$ cat src/rtl/leg_alu_issue.sv
// leg_alu_issue: issues one instruction at a time to an external ALU, fetching
// operands from a six-entry register file and writing results back.
module leg_alu_issue #(
  parameter int UUID = 0,
  parameter     NAME = ""
) (
  input  logic        clk,
  input  logic        rst,
  input  logic        instr_valid,
  output logic        instr_ready,
  input  logic [31:0] instr,
  input  logic [7:0]  io_in,
  output logic [7:0]  alu_opcode,
  output logic [7:0]  alu_in1,
  output logic [7:0]  alu_in2,
  input  logic [7:0]  alu_result,
  input  logic [7:0]  alu_carry,
  output logic        result_valid,
  output logic [2:0]  result_dest,
  output logic [7:0]  result_data,
  output logic [7:0]  skip_count
);

  typedef enum logic [2:0] {IDLE, READ, EXEC, WB, WB_HI} state_t;

  state_t     state_q, state_d;
  logic [7:0] regs [6];
  logic [5:0] op_q;        // {imm1, imm2, alu op[3:0]}
  logic [7:0] arg1_q, arg2_q;
  logic [2:0] dest_q;
  logic [7:0] op1_q, op2_q, res_lo_q, res_hi_q;
  logic [7:0] skip_q;
  logic       rv_q;
  logic [2:0] rdest_q;
  logic [7:0] rdata_q;

  logic       hs, is_exec;
  logic [7:0] rd1, rd2;
  logic       wr_en;
  logic [2:0] wr_addr;
  logic [7:0] wr_data;

  always_comb begin
    is_exec = !instr[5] && (instr[3:0] inside {4'd0, 4'd1, 4'd2, 4'd3, 4'd4, 4'd5, 4'd11, 4'd12});
    hs      = instr_valid && instr_ready;
  end

  always_comb begin
    state_d     = state_q;
    instr_ready = 1'b0;
    alu_opcode  = 8'h20;
    alu_in1     = '0;
    alu_in2     = '0;
    case (state_q)
      IDLE: begin
        instr_ready = rst;
        if (hs && is_exec) state_d = READ;
      end
      READ: state_d = EXEC;
      EXEC: begin
        alu_opcode = {4'b0, op_q[3:0]};
        alu_in1    = op1_q;
        alu_in2    = op2_q;
        state_d    = WB;
      end
      WB:      state_d = (op_q[3:0] == 4'd12) ? WB_HI : IDLE;
      WB_HI:   state_d = IDLE;
      default: state_d = IDLE;
    endcase
  end

  // Address 6 reads zero, 7 reads io_in; only 0..5 are backed by storage.
  always_comb begin
    rd1 = '0;
    rd2 = '0;
    for (int unsigned i = 0; i < 6; i++) begin
      if (arg1_q[2:0] == 3'(i)) rd1 = regs[i];
      if (arg2_q[2:0] == 3'(i)) rd2 = regs[i];
    end
    if (arg1_q[2:0] == 3'd7) rd1 = io_in;
    if (arg2_q[2:0] == 3'd7) rd2 = io_in;
  end

  always_comb begin
    wr_en   = 1'b0;
    wr_addr = dest_q;
    wr_data = res_lo_q;
    if (state_q == WB) begin
      wr_en = 1'b1;
    end else if (state_q == WB_HI) begin
      wr_en   = 1'b1;
      wr_addr = dest_q + 3'd1;
      wr_data = res_hi_q;
    end
  end

  always_ff @(posedge clk or negedge rst) begin
    if (!rst) begin
      state_q  <= IDLE;
      op_q     <= '0;
      arg1_q   <= '0;
      arg2_q   <= '0;
      dest_q   <= '0;
      op1_q    <= '0;
      op2_q    <= '0;
      res_lo_q <= '0;
      res_hi_q <= '0;
      skip_q   <= '0;
      rv_q     <= 1'b0;
      rdest_q  <= '0;
      rdata_q  <= '0;
      for (int unsigned i = 0; i < 6; i++) regs[i] <= '0;
    end else begin
      state_q <= state_d;
      rv_q    <= wr_en;
      rdest_q <= wr_en ? wr_addr : '0;
      rdata_q <= wr_en ? wr_data : '0;
      case (state_q)
        IDLE: if (hs) begin
          if (is_exec) begin
            op_q   <= {instr[7:6], instr[3:0]};
            arg1_q <= instr[15:8];
            arg2_q <= instr[23:16];
            dest_q <= instr[26:24];
          end else begin
            skip_q <= skip_q + 8'd1;
          end
        end
        READ: begin
          op1_q <= op_q[5] ? arg1_q : rd1;
          op2_q <= op_q[4] ? arg2_q : rd2;
        end
        EXEC: begin
          res_lo_q <= alu_result;
          res_hi_q <= alu_carry;
        end
        default: ;
      endcase
      // Writes to addresses 6 and 7 match no entry and are dropped.
      if (wr_en) begin
        for (int unsigned i = 0; i < 6; i++)
          if (wr_addr == 3'(i)) regs[i] <= wr_data;
      end
    end
  end

  always_comb begin
    result_valid = rv_q;
    result_dest  = rdest_q;
    result_data  = rdata_q;
    skip_count   = skip_q;
  end

endmodule

$ cat config.mk
export PLATFORM = sky130hd
export DESIGN_NAME = leg_alu_issue
export DESIGN_NICKNAME = d
export VERILOG_FILES = /design/src/rtl/leg_alu_issue.sv
export SDC_FILE = /design/constraint.sdc
export NUM_CORES = 1
export LEC_CHECK = 0
export BUFFER_PORTS_ARGS = -buffer_cell sky130_fd_sc_hd__buf_2
export CAP_MARGIN = 5
export CORE_ASPECT_RATIO = 0.75
export CORE_MARGIN = 2
export CORE_UTILIZATION = 35
export DETAILED_ROUTE_END_ITERATION = 8
export RECOVER_POWER = 50
export SLEW_MARGIN = 20
export SYNTH_ARGS = -nofsm -noshare
export SYNTH_HDL_FRONTEND = slang
export SYNTH_SLANG_ARGS = --single-unit
$ cat constraint.sdc
create_clock -name clk -period 2.9 [get_ports clk]
set_clock_uncertainty 0.05 [all_clocks]
set_input_delay 0.29 -clock clk [delete_from_list [all_inputs] [get_ports clk]]
set_output_delay 0.29 -clock clk [all_outputs]
set_load 0.1 [all_outputs]
## Word-level counts from Yosys, hierarchy flattened

Index checks and enable logic that the tools add are counted.

- Eq/ne operators: 30
- Muxes and demuxes: 31
- Reduce and logical (&&, ||, !) cells: 18
- Bitwise gates (word level): 1
- Add/sub/neg operators: 2

Operator list:

| cell | number |
|---|---|
| two-way mux 8 bit | 21 |
| equality test 3 bit (second input constant) | 9 |
| equality test 3 x 2 -> 1 bit (second input constant) | 8 |
| two-way mux 3 bit | 5 |
| equality test 3 x 1 -> 1 bit (second input constant) | 4 |
| equality test 4 bit (second input constant) | 3 |
| logical NOT 3 bit | 4 |
| one-hot mux 3 bit (4 select lines) | 1 |
| AND reduction 2 bit | 6 |
| adder 8 x 1 -> 8 bit (second input constant) | 1 |
| equality test 4 x 2 -> 1 bit (second input constant) | 2 |
| equality test 4 x 3 -> 1 bit (second input constant) | 2 |
| nonzero test 8 bit | 1 |
| two-way mux 6 bit | 1 |
| AND reduction 3 bit | 2 |
| equality test 4 x 1 -> 1 bit (second input constant) | 1 |
| logical NOT 4 bit | 1 |
| adder 3 x 1 -> 3 bit (second input constant) | 1 |
| logical AND 1 bit | 3 |
| two-way mux 1 bit | 3 |
| inequality test 2 bit (second input constant) | 1 |
| logical NOT 1 bit | 1 |
| NOT 1 bit | 1 |

- Bits of input ports: 59
- Register bits after elaboration: 128

## Logic depth before layout (Yosys ltp)

Gate-level depths: netlist of run 1.

- Word-level depth: 9
- Gate-level depth with buffers: 7
- Depth with buffers taken out: 5

## Worst setup path before layout of run 1

Ideal clock, no wire load.

- Kind: register -> register
- From: register state_q[0]
- To: register skip_q[1], in the netlist skip_count[1]
- Cell stages (with the launch flop): 6
- Slack: -0.597 ns
- Data required time: 2.724 ns
- Data arrival time: 3.322 ns
- Setup time: 0.126 ns
- Period minus slack after synthesis: 3.497 ns
- Cell sequence: dfrtp_1 buf_6 nor4b_2 nand2_1 nor2_1 mux2_2

- Cells in the longest elaborated chain, start to end: 4

RTL lines:

| element | line | source |
|---|---|---|
| start, declared | 26 | `state_t state_q, state_d;` |
| start signal, assigned | 114 | `state_q <= state_d;` |
| logical NOT 3 bit | 54 | `case (state_q)` |
| two-way mux 1 bit | 54 |  |
| net instr_ready | 10 | `output logic instr_ready,` |
| logical AND 1 bit | 45 | `hs = instr_valid && instr_ready;` |
| AND reduction 3 bit (no source line) | - |  |
| end signal, assigned | 126 | `skip_q <= skip_q + 8'd1;` |
| end, declared | 32 | `logic [7:0] skip_q;` |

The timed path passes the listed nets, and every way through them passes these cells.
A chain may end at the register's enable or synchronous reset.

## Final worst setup path of run 1

- From: register state_q[0]
- To: output alu_opcode[5]

- Cells in the longest elaborated chain, start to end: 2

RTL lines:

| element | line | source |
|---|---|---|
| equality test 3 x 2 -> 1 bit | 54 |  |
| two-way mux 6 bit | 54 |  |
| end, declared | 13 | `output logic [7:0] alu_opcode,` |

No other way between the ends.

==> results_dict.tcl, run 1 <==
set metrics [dict create \
    status "complete, but fails checks" \
    violations "capacitance limit, slew limit" \
    crit_family "buffers and inverters" \
    max_stage_delay_ns 0.55 \
    syn_inst 618 \
    clockBufferDepth 2 \
    clock-sinks 128 \
    crit_arrival_ns 2.08 \
    required_ns 2.56 \
    gp_congestion 0.894 \
    dp_slack_ns 0.563 \
    hold_viol_final 0 \
    dr.pass1.iters 5 \
    area_growth_pct 18.2 \
    final_nets 757 \
    fin_ws_ns 0.477 \
    mostFrequentLayoutCell "dfrtp_1" \
    wl_um 17700 \
    root_buffer "clkbuf_16" \
    crit_path_end_kind "output pin" \
    fin_cells 962 \
    cp_slowest_cell "dfrtp_1" \
    cp_num_buf_inv 3 \
    grt_pass1_wl_um 28400 \
    crit_path_cell_trace "nor2_1 -> and2_0 -> buf_4 -> inv_1 -> buf_2" \
    cts_buffers 17 \
    syn_area_um2 6790 \
    row_count 44 \
    clk_pin_slew_ns 0.06 \
    via_per_inst 5.33 \
    die_w_um 165 \
    place_inst 930 \
    async_flop_share_pct 100 \
    min_period_ns 2.42 \
    nFillCells 1841 \
    clock.fmax_mhz 413 \
    setup_violations 0 \
    worstSetupPathType "reg2out" \
    cts_setup_buffers 0 \
    start_util_pct 35.4 \
    final_util_pct 41.9 \
    hold_slack_ns 0.0349 \
    drt-initial-drc-count 427 \
    die_h_um 125 \
    synth_edf_count 0 \
    worstMarginPinSlew_ns 1.76 \
    globalRoute.totalOverflow 0 \
    fin_crit_sh_pct 83.5 \
    powerDensity_nw_per_um2 1360 \
    yosysWarnings 0 \
    rsz0062_at_grt "no" \
    max_cap_viol_count 1 \
    leakagePower_nw 3.71 \
    h-tree-depth 4 \
    io_buffers 94 \
    placed_area_um2 7470 \
    syn_avg_cell_area_um2 11.0 \
    fin_tns_setup_ns 0 \
    place_hpwl_um 12700 \
    num_io_pins 104 \
    final_cell_mix "dfrtp_1, buf_2, mux2_2, a21oi_1, nand2_1" \
    synthFlopType "dfrtp_1" \
    antenna_found_initial 0 \
    vias 5126 \
    design.core.area_um2 19200 \
    crit_fanout 15 \
    grt_start_max_net_pins 129 \
    cts_tree "done" \
    grt_pass1_vias 5136 \
    drive_gt1_share_pct 31.3 \
    yosysSeqAreaShare_pct 47.2 \
    ys_ff_latch 128 \
    total_power_mw 10.9 \
    antenna_cells_inserted 0 \
    wl_per_cell_um 18.4 \
    peakVddDrop_mv 0.606 \
    cts_hold_buf 0 \
    multiInputGateArea_um2 3270 \
    drv_slew 129 \
    synth.distinct_cells 61 \
    clock_latency_ns 0.42 \
    die-area_um2 20500 \
    drc_errors 0 \
    post_cts_resized 0 \
    final_area_um2 8030 \
    worstSetupStartpointType "register" \
    seqCellArea_um2 3200 \
    drtAntennaViolNets 0 \
    gr-usage-all-layers_pct 17.9 \
    hold_class "in2reg" \
    maxSlewHeadroom_pct -17.4 \
]
area by class of cell:
cell class	count	share of cell area, %
tap	253	3.94
clock inverter	12	1.65
sequential	128	39.9
inverter	19	0.888
timing repair buffer	110	7.09
clock buffer	20	5.81
multi-input combinational	420	40.7
state kept, by name, summed over array words and instances, names as in the netlist:
name          flops
regs             48
arg1_q            8
arg2_q            8
op1_q             8
op2_q             8
res_hi_q          8
res_lo_q          8
result_data       8
skip_count        8
op_q              6
dest_q            3
result_dest       3
state_q           3
result_valid      1
synth_stat cells, types with 7 or more instances:
master / number / area [um^2]
and3_1: 35 / 219
a31oi_1: 12 / 75.1
o22ai_1: 7 / 43.8
mux2_1: 17 / 191
xor2_1: 8 / 70.1
nand3_1: 10 / 50.1
nor2_1: 17 / 63.8
nand2b_1: 8 / 50.1
inv_1: 19 / 71.3
buf_1: 7 / 26.3
a21oi_1: 42 / 210
clkbuf_1: 30 / 113
mux2i_1: 16 / 160
o21ai_0: 13 / 65.1
nand2_1: 36 / 135
mux2_2: 74 / 833
nor2b_1: 27 / 169
dfrtp_1: 128 / 3200
metal layers:
layer,global-route usage (%),up-vias,routed length [um]
li1,-,2387,-
met1,26.5,2546,8640
met2,26.0,182,7740
met3,4.73,11,1210
met4,4.30,0,134
met5,0,-,0
where the power goes:
part / switching, mW / internal (mW) / leakage (nW)
clock: 0.803 / 1.34 / 0.289
sequential: 0.811 / 2.59 / 1.60
combinational: 3.54 / 1.85 / 1.82
total: 5.15 / 5.78 / 3.71
final timing paths:
kind | start | endpoint | slack, ns | cells after the start
setup / recovery | state_q[0] | alu_opcode[5] | 0.48 | 5
hold / removal | instr[21] | arg2_q[5] | 0.03 | 2
setup reg to reg | state_q[1] | regs[39] | 0.56 | 4
hold reg to reg | op_q[0] | state_q[2] | 0.43 | 1
max in group asynchronous | rst | op_q[0] | 0.99 | 2
min in group asynchronous | rst | result_data[4] | 0.66 | 2
worst register-to-register path, stage by stage (launching register included):
cell and delay [ns]:
dfrtp_1 0.51, or3b_1 0.63, o22a_1 0.34, nor2_4 0.31
mux2_2 0.39
kinds of logic after synthesis:
family                   synth area share [%]
other                                  0.0552
adder cells (fa/ha/maj)                 0.368
buffers and inverters                    4.92
flip-flops                               47.2
XOR/XNOR                                 1.16
multiplexers                             18.1
AND/OR/NAND/NOR                          14.1
AO/OA/AOI/OAI                            14.1
No activity file was read; power rests on OpenSTA's default activity.
==> run 2, diff against run 1 <==
==> constraint.sdc (replaced) <==
create_clock -name clk -period 2.48 [get_ports clk]
set_clock_uncertainty 0.05 [all_clocks]
set_input_delay 0.248 -clock clk [delete_from_list [all_inputs] [get_ports clk]]
set_output_delay 0.248 -clock clk [all_outputs]
set_load 0.1 [all_outputs]
==> run 2 against run 1 <==
Compared with the run above:
- the run still ends with capacitance limit, slew limit left
- combinational power rose by 33%
- global-route usage grew 0.91 points
- hold slack lost 0.021 ns
- power is 24% higher
- sequential share of layout area shrank 3.4 points
- non-clock buffer count rose by 42
- clock-buffer cell count shrank 2
- core utilization up 3.9 points
- clock power rose by 17%
- sequential power rose by 12%
- die area did not move
- largest cell class unchanged
==> results_dict.tcl, run 2 (same netlist as run 1, synthesis figures left out) <==
set metrics [dict create \
    start_util_pct 35.4 \
    peakVddDrop_mv 0.838 \
    status "complete, but fails checks" \
    min_path_cells 2 \
    gr-usage-all-layers_pct 18.8 \
    drv_slew 129 \
    num_io_pins 104 \
    required_ns 2.73 \
    setup_violations 0 \
    crit_fanout 12 \
    crit_path_end_kind "register" \
    mostFrequentLayoutCell "dfrtp_1" \
    min_to "res_hi_q[4]" \
    area_growth_pct 29.1 \
    r2r_slack_ns 0.24 \
    nFillCells 1801 \
    drt-initial-drc-count 408 \
    cts_buffers 17 \
    clockBufferDepth 2 \
    r2r-start "dest_q[0]" \
    maxSlewHeadroom_pct -8.77 \
    grt_pass1_wl_um 29400 \
    vias 5362 \
    h-tree-depth 4 \
    root_buffer "clkbuf_16" \
    design.core.area_um2 19200 \
    globalRoute.totalOverflow 0 \
    rr_worst_depth 5 \
    cts_hold_buf 34 \
    clk_pin_slew_ns 0.06 \
    worstSetupStartpointType "register" \
    clock-sinks 128 \
    io_buffers 94 \
    grt_pass1_vias 5287 \
    final_nets 799 \
    total_power_mw 13.5 \
    cts_setup_buffers 0 \
    rsz0062_at_grt "no" \
    via_per_inst 5.34 \
    cts_tree "done" \
    clock.fmax_mhz 446 \
    hold_viol_final 0 \
    wl_per_cell_um 18.8 \
    dr.pass1.iters 4 \
    min_period_ns 2.24 \
    place_hpwl_um 13200 \
    worstSetupPathType "reg2reg" \
    drtAntennaViolNets 0 \
    hp-start "alu_carry[4]" \
    violations "capacitance limit, slew limit" \
    drc_errors 0 \
    hold_class "in2reg" \
    post_cts_resized 0 \
    drive_gt1_share_pct 30.8 \
    max_cap_viol_count 1 \
    r2r-end "regs[2]" \
    clock_latency_ns 0.43 \
    fin_crit_sh_pct 90.4 \
    die_w_um 165 \
    powerDensity_nw_per_um2 1540 \
    worstMarginPinSlew_ns 1.63 \
    final_cell_mix "dfrtp_1, mux2_2, buf_2, a21oi_1, nand2_1" \
    grt_start_max_net_pins 129 \
    wl_um 18900 \
    largest-register "regs" \
    hold_slack_ns 0.0139 \
    antenna_cells_inserted 0 \
    antenna_found_initial 0 \
    die-area_um2 20500 \
    gp_congestion 0.825 \
    largest_reg_flops 48 \
    die_h_um 125 \
    crit_arrival_ns 2.49 \
    row_count 44 \
    leakagePower_nw 3.96 \
]
[run 2: area by class of cell]
class | count | area (um^2) | share of cell area (%)
clock buffer | 18 | 439 | 5.01
timing repair buffer | 152 | 1300 | 14.8
multi-input combinational | 420 | 3280 | 37.5
sequential | 128 | 3200 | 36.5
tap | 253 | 317 | 3.61
clock inverter | 14 | 156 | 1.78
inverter | 19 | 71.3 | 0.813
[run 2: stage by stage]
step	area (um^2)	setup WS [ns]	utilization, %	TNS, ns	std cells
after floorplan	6840	-0.204	-	-4.94	620
after global placement	7870	0.341	41.1	0	938
after detailed placement	7870	0.261	41.1	0	938
after CTS	8800	0.240	46.0	0	1004
after global routing	8770	0.0646	45.8	0	1004
final	8770	0.239	45.8	0	1004
[run 2: where the power goes]
group / leakage (nW) / switching [mW] / total (mW) / internal [mW]
combinational: 2.08 / 4.47 / 7.18 / 2.71
sequential: 1.60 / 0.785 / 3.82 / 3.04
clock: 0.280 / 0.988 / 2.50 / 1.52
total: 3.96 / 6.24 / 13.5 / 7.26
[run 2: worst max-delay path by stage]
stage                     depth (start not counted)       endpoint       start
after floorplan                                   5  skip_count[1]  state_q[2]
after global placement                            5       regs[12]  state_q[1]
after detailed placement                          5       regs[13]   dest_q[0]
after CTS                                         5        regs[9]  state_q[1]
after global routing                              3       regs[34]         rst
final                                             5        regs[2]   dest_q[0]
[run 2: routing by layer]
metal	GRT usage, %	routed length (um)	vias up
met3	4.86	1060	19
met4	5.06	219	0
met5	0	0	-
met2	28.1	8450	189
met1	27.0	9140	2678
li1	-	-	2476
[run 2: worst max-delay path: stages (launching register included)]
cell	delay, ns
dfrtp_1	0.53
ha_1	0.22
xor2_1	0.33
a22oi_1	0.25
nor2_4	0.35
mux2_2	0.38
==> run 3, diff against run 2 <==
==> constraint.sdc (replaced) <==
create_clock -name clk -period 2.4 [get_ports clk]
set_clock_uncertainty 0.05 [all_clocks]
set_input_delay 0.24 -clock clk [delete_from_list [all_inputs] [get_ports clk]]
set_output_delay 0.24 -clock clk [all_outputs]
set_load 0.1 [all_outputs]
==> run 3 against run 2 <==
Compared with the run above:
- the run now ends clean
- critical path depth grew 1
- non-clock buffer count grew 1
- clock-buffer cell count grew 3
- via count shrank 1.0%
- global-route usage shrank 0.46 points
- design area shrank 0.41%
- sequential power grew 3%
- cell count is essentially flat
- critical path type is now reg2out
- largest cell class unchanged
- largest power group unchanged
==> results_dict.tcl, run 3 (same netlist as run 1, synthesis figures left out) <==
set metrics [dict create \
    num_io_pins 104 \
    die_h_um 125 \
    row_count 44 \
    hold_class "in2reg" \
    final_area_um2 8730 \
    power_frac_comb_pct 54.2 \
    max_stage_delay_ns 0.41 \
    start_util_pct 35.4 \
    leakagePower_nw 3.95 \
    h-tree-depth 4 \
    clock-sinks 128 \
    drv_slew 0 \
    antenna_cells_inserted 0 \
    wl_per_cell_um 18.3 \
    grt_pass1_wl_um 28900 \
    grt_pass1_vias 5187 \
    largest_reg_flops 48 \
    final_nets 800 \
    crit_path_end_kind "output pin" \
    placed_area_um2 7910 \
    worstSetupPathType "reg2out" \
    clock.fmax_mhz 460 \
    place_hpwl_um 13200 \
    area_growth_pct 28.6 \
    wl_um 18400 \
    dr.pass1.iters 5 \
    drc_errors 0 \
    fin_ws_ns 0.226 \
    design.core.area_um2 19200 \
    switching_power_mw 6.38 \
    cp_slowest_cell "buf_2" \
    globalRoute.totalOverflow 0 \
    switching_share_pct 46.3 \
    root_buffer "clkbuf_16" \
    gp_congestion 0.855 \
    fin_tns_setup_ns 0 \
    place_inst 943 \
    setup_violations 0 \
    crit_fanout 17 \
    grt_start_max_net_pins 129 \
    max_cap_viol_count 0 \
    clk_pin_slew_ns 0.06 \
    clockBufferDepth 2 \
    fin_cells 1005 \
    maxSlewHeadroom_pct 19.9 \
    gr-usage-all-layers_pct 18.3 \
    worstSetupStartpointType "register" \
    drive_gt1_share_pct 31.4 \
    largest-register "regs" \
    total_power_mw 13.8 \
    clock_latency_ns 0.42 \
    crit_arrival_ns 1.88 \
    worstMarginPinSlew_ns 1.20 \
    crit_top_cell "buf_4" \
    powerDensity_nw_per_um2 1580 \
    cts_buffers 17 \
    cts_tree "done" \
    vias 5308 \
    via_per_inst 5.28 \
    required_ns 2.11 \
    mostFrequentLayoutCell "dfrtp_1" \
    hold_viol_final 0 \
    final_cell_mix "dfrtp_1, mux2_2, buf_2, a21oi_1, nand2_1" \
    peakVddDrop_mv 0.855 \
    nFillCells 1788 \
    p_int_mw 7.39 \
    die-area_um2 20500 \
    crit_path_cell_trace "buf_4 -> nor2_1 -> and2_1 -> buf_4 -> inv_1 -> buf_2" \
    io_buffers 94 \
    drtAntennaViolNets 0 \
    rsz0062_at_grt "no" \
    status "finished, final reports clean" \
    min_period_ns 2.17 \
    clkPwrFrac_pct 17.3 \
    antenna_found_initial 0 \
    dp_slack_ns 0.133 \
    drt-initial-drc-count 395 \
    seq_power_share_pct 28.5 \
    fin_crit_sh_pct 90.6 \
    die_w_um 165 \
]
[run 3: power by group through the flow]
stage                     Sequential [mW]  Combinational [mW]  Clock (mW)
after floorplan                      4.31                4.76           0
after global placement               3.91                7.31           0
after detailed placement             3.95                7.39           0
after CTS                            3.92                7.46        2.44
final                                3.93                7.46        2.38
after global routing                 4.07                7.93        2.54
[run 3: area by class of cell]
type	instances	area (um^2)	area share, %
inverters	19	71.3	0.817
flip-flops and latches	128	3200	36.7
repair buffers	153	1300	14.9
clock inverters	11	82.6	0.946
multi-input cells	420	3290	37.7
clock buffers	21	470	5.39
well taps	253	317	3.63
[run 3: critical path: cells and delay by family (launching register included)]
family                 cells  cell delay [ns]
AND/OR/NAND/NOR            2             0.21
flip-flops                 1             0.39
buffers and inverters      4             0.85
[run 3: metrics by stage]
stage / utilization [%] / hold slack (ns)
finish: 45.6 / 0.0130
CTS: 45.7 / 0.0000862
global route: 45.6 / 0.00477
floorplan: - / -0.106
global placement: 41.3 / 0.394
detailed placement: 41.3 / 0.393
[run 3: per-layer routing]
metal | up-vias | part of all wire, % | global-route usage, %
met1 | 2657 | 49 | 27.5
met3 | 10 | 6.1 | 4.60
met5 | - | 0 | 0
met2 | 159 | 44 | 26.8
li1 | 2482 | - | -
met4 | 0 | 0.70 | 3.58
[run 3: path summary, 6_finish.rpt]
check | startpoint | to | slack [ns] | depth (start not counted)
max | state_q[2] | alu_opcode[5] | 0.23 | 6
min in group asynchronous | rst | result_valid | 0.86 | 3
max reg2reg | state_q[1] | regs[45] | 0.23 | 4
max in group asynchronous | rst | arg2_q[7] | 0.58 | 3
min | instr[8] | arg1_q[0] | 0.01 | 2
min reg2reg | op_q[1] | state_q[2] | 0.41 | 1
[run 3: what timing repair did]
| action | in CTS | in global routing |
|---|---|---|
| setup buffers | 0 | 0 |
| gates resized for setup | 0 | 1 |
| endpoints found under the hold margin | 77 | 0 |
| hold buffers | 30 | 0 |
| endpoints found under the setup margin | 0 | 16 |
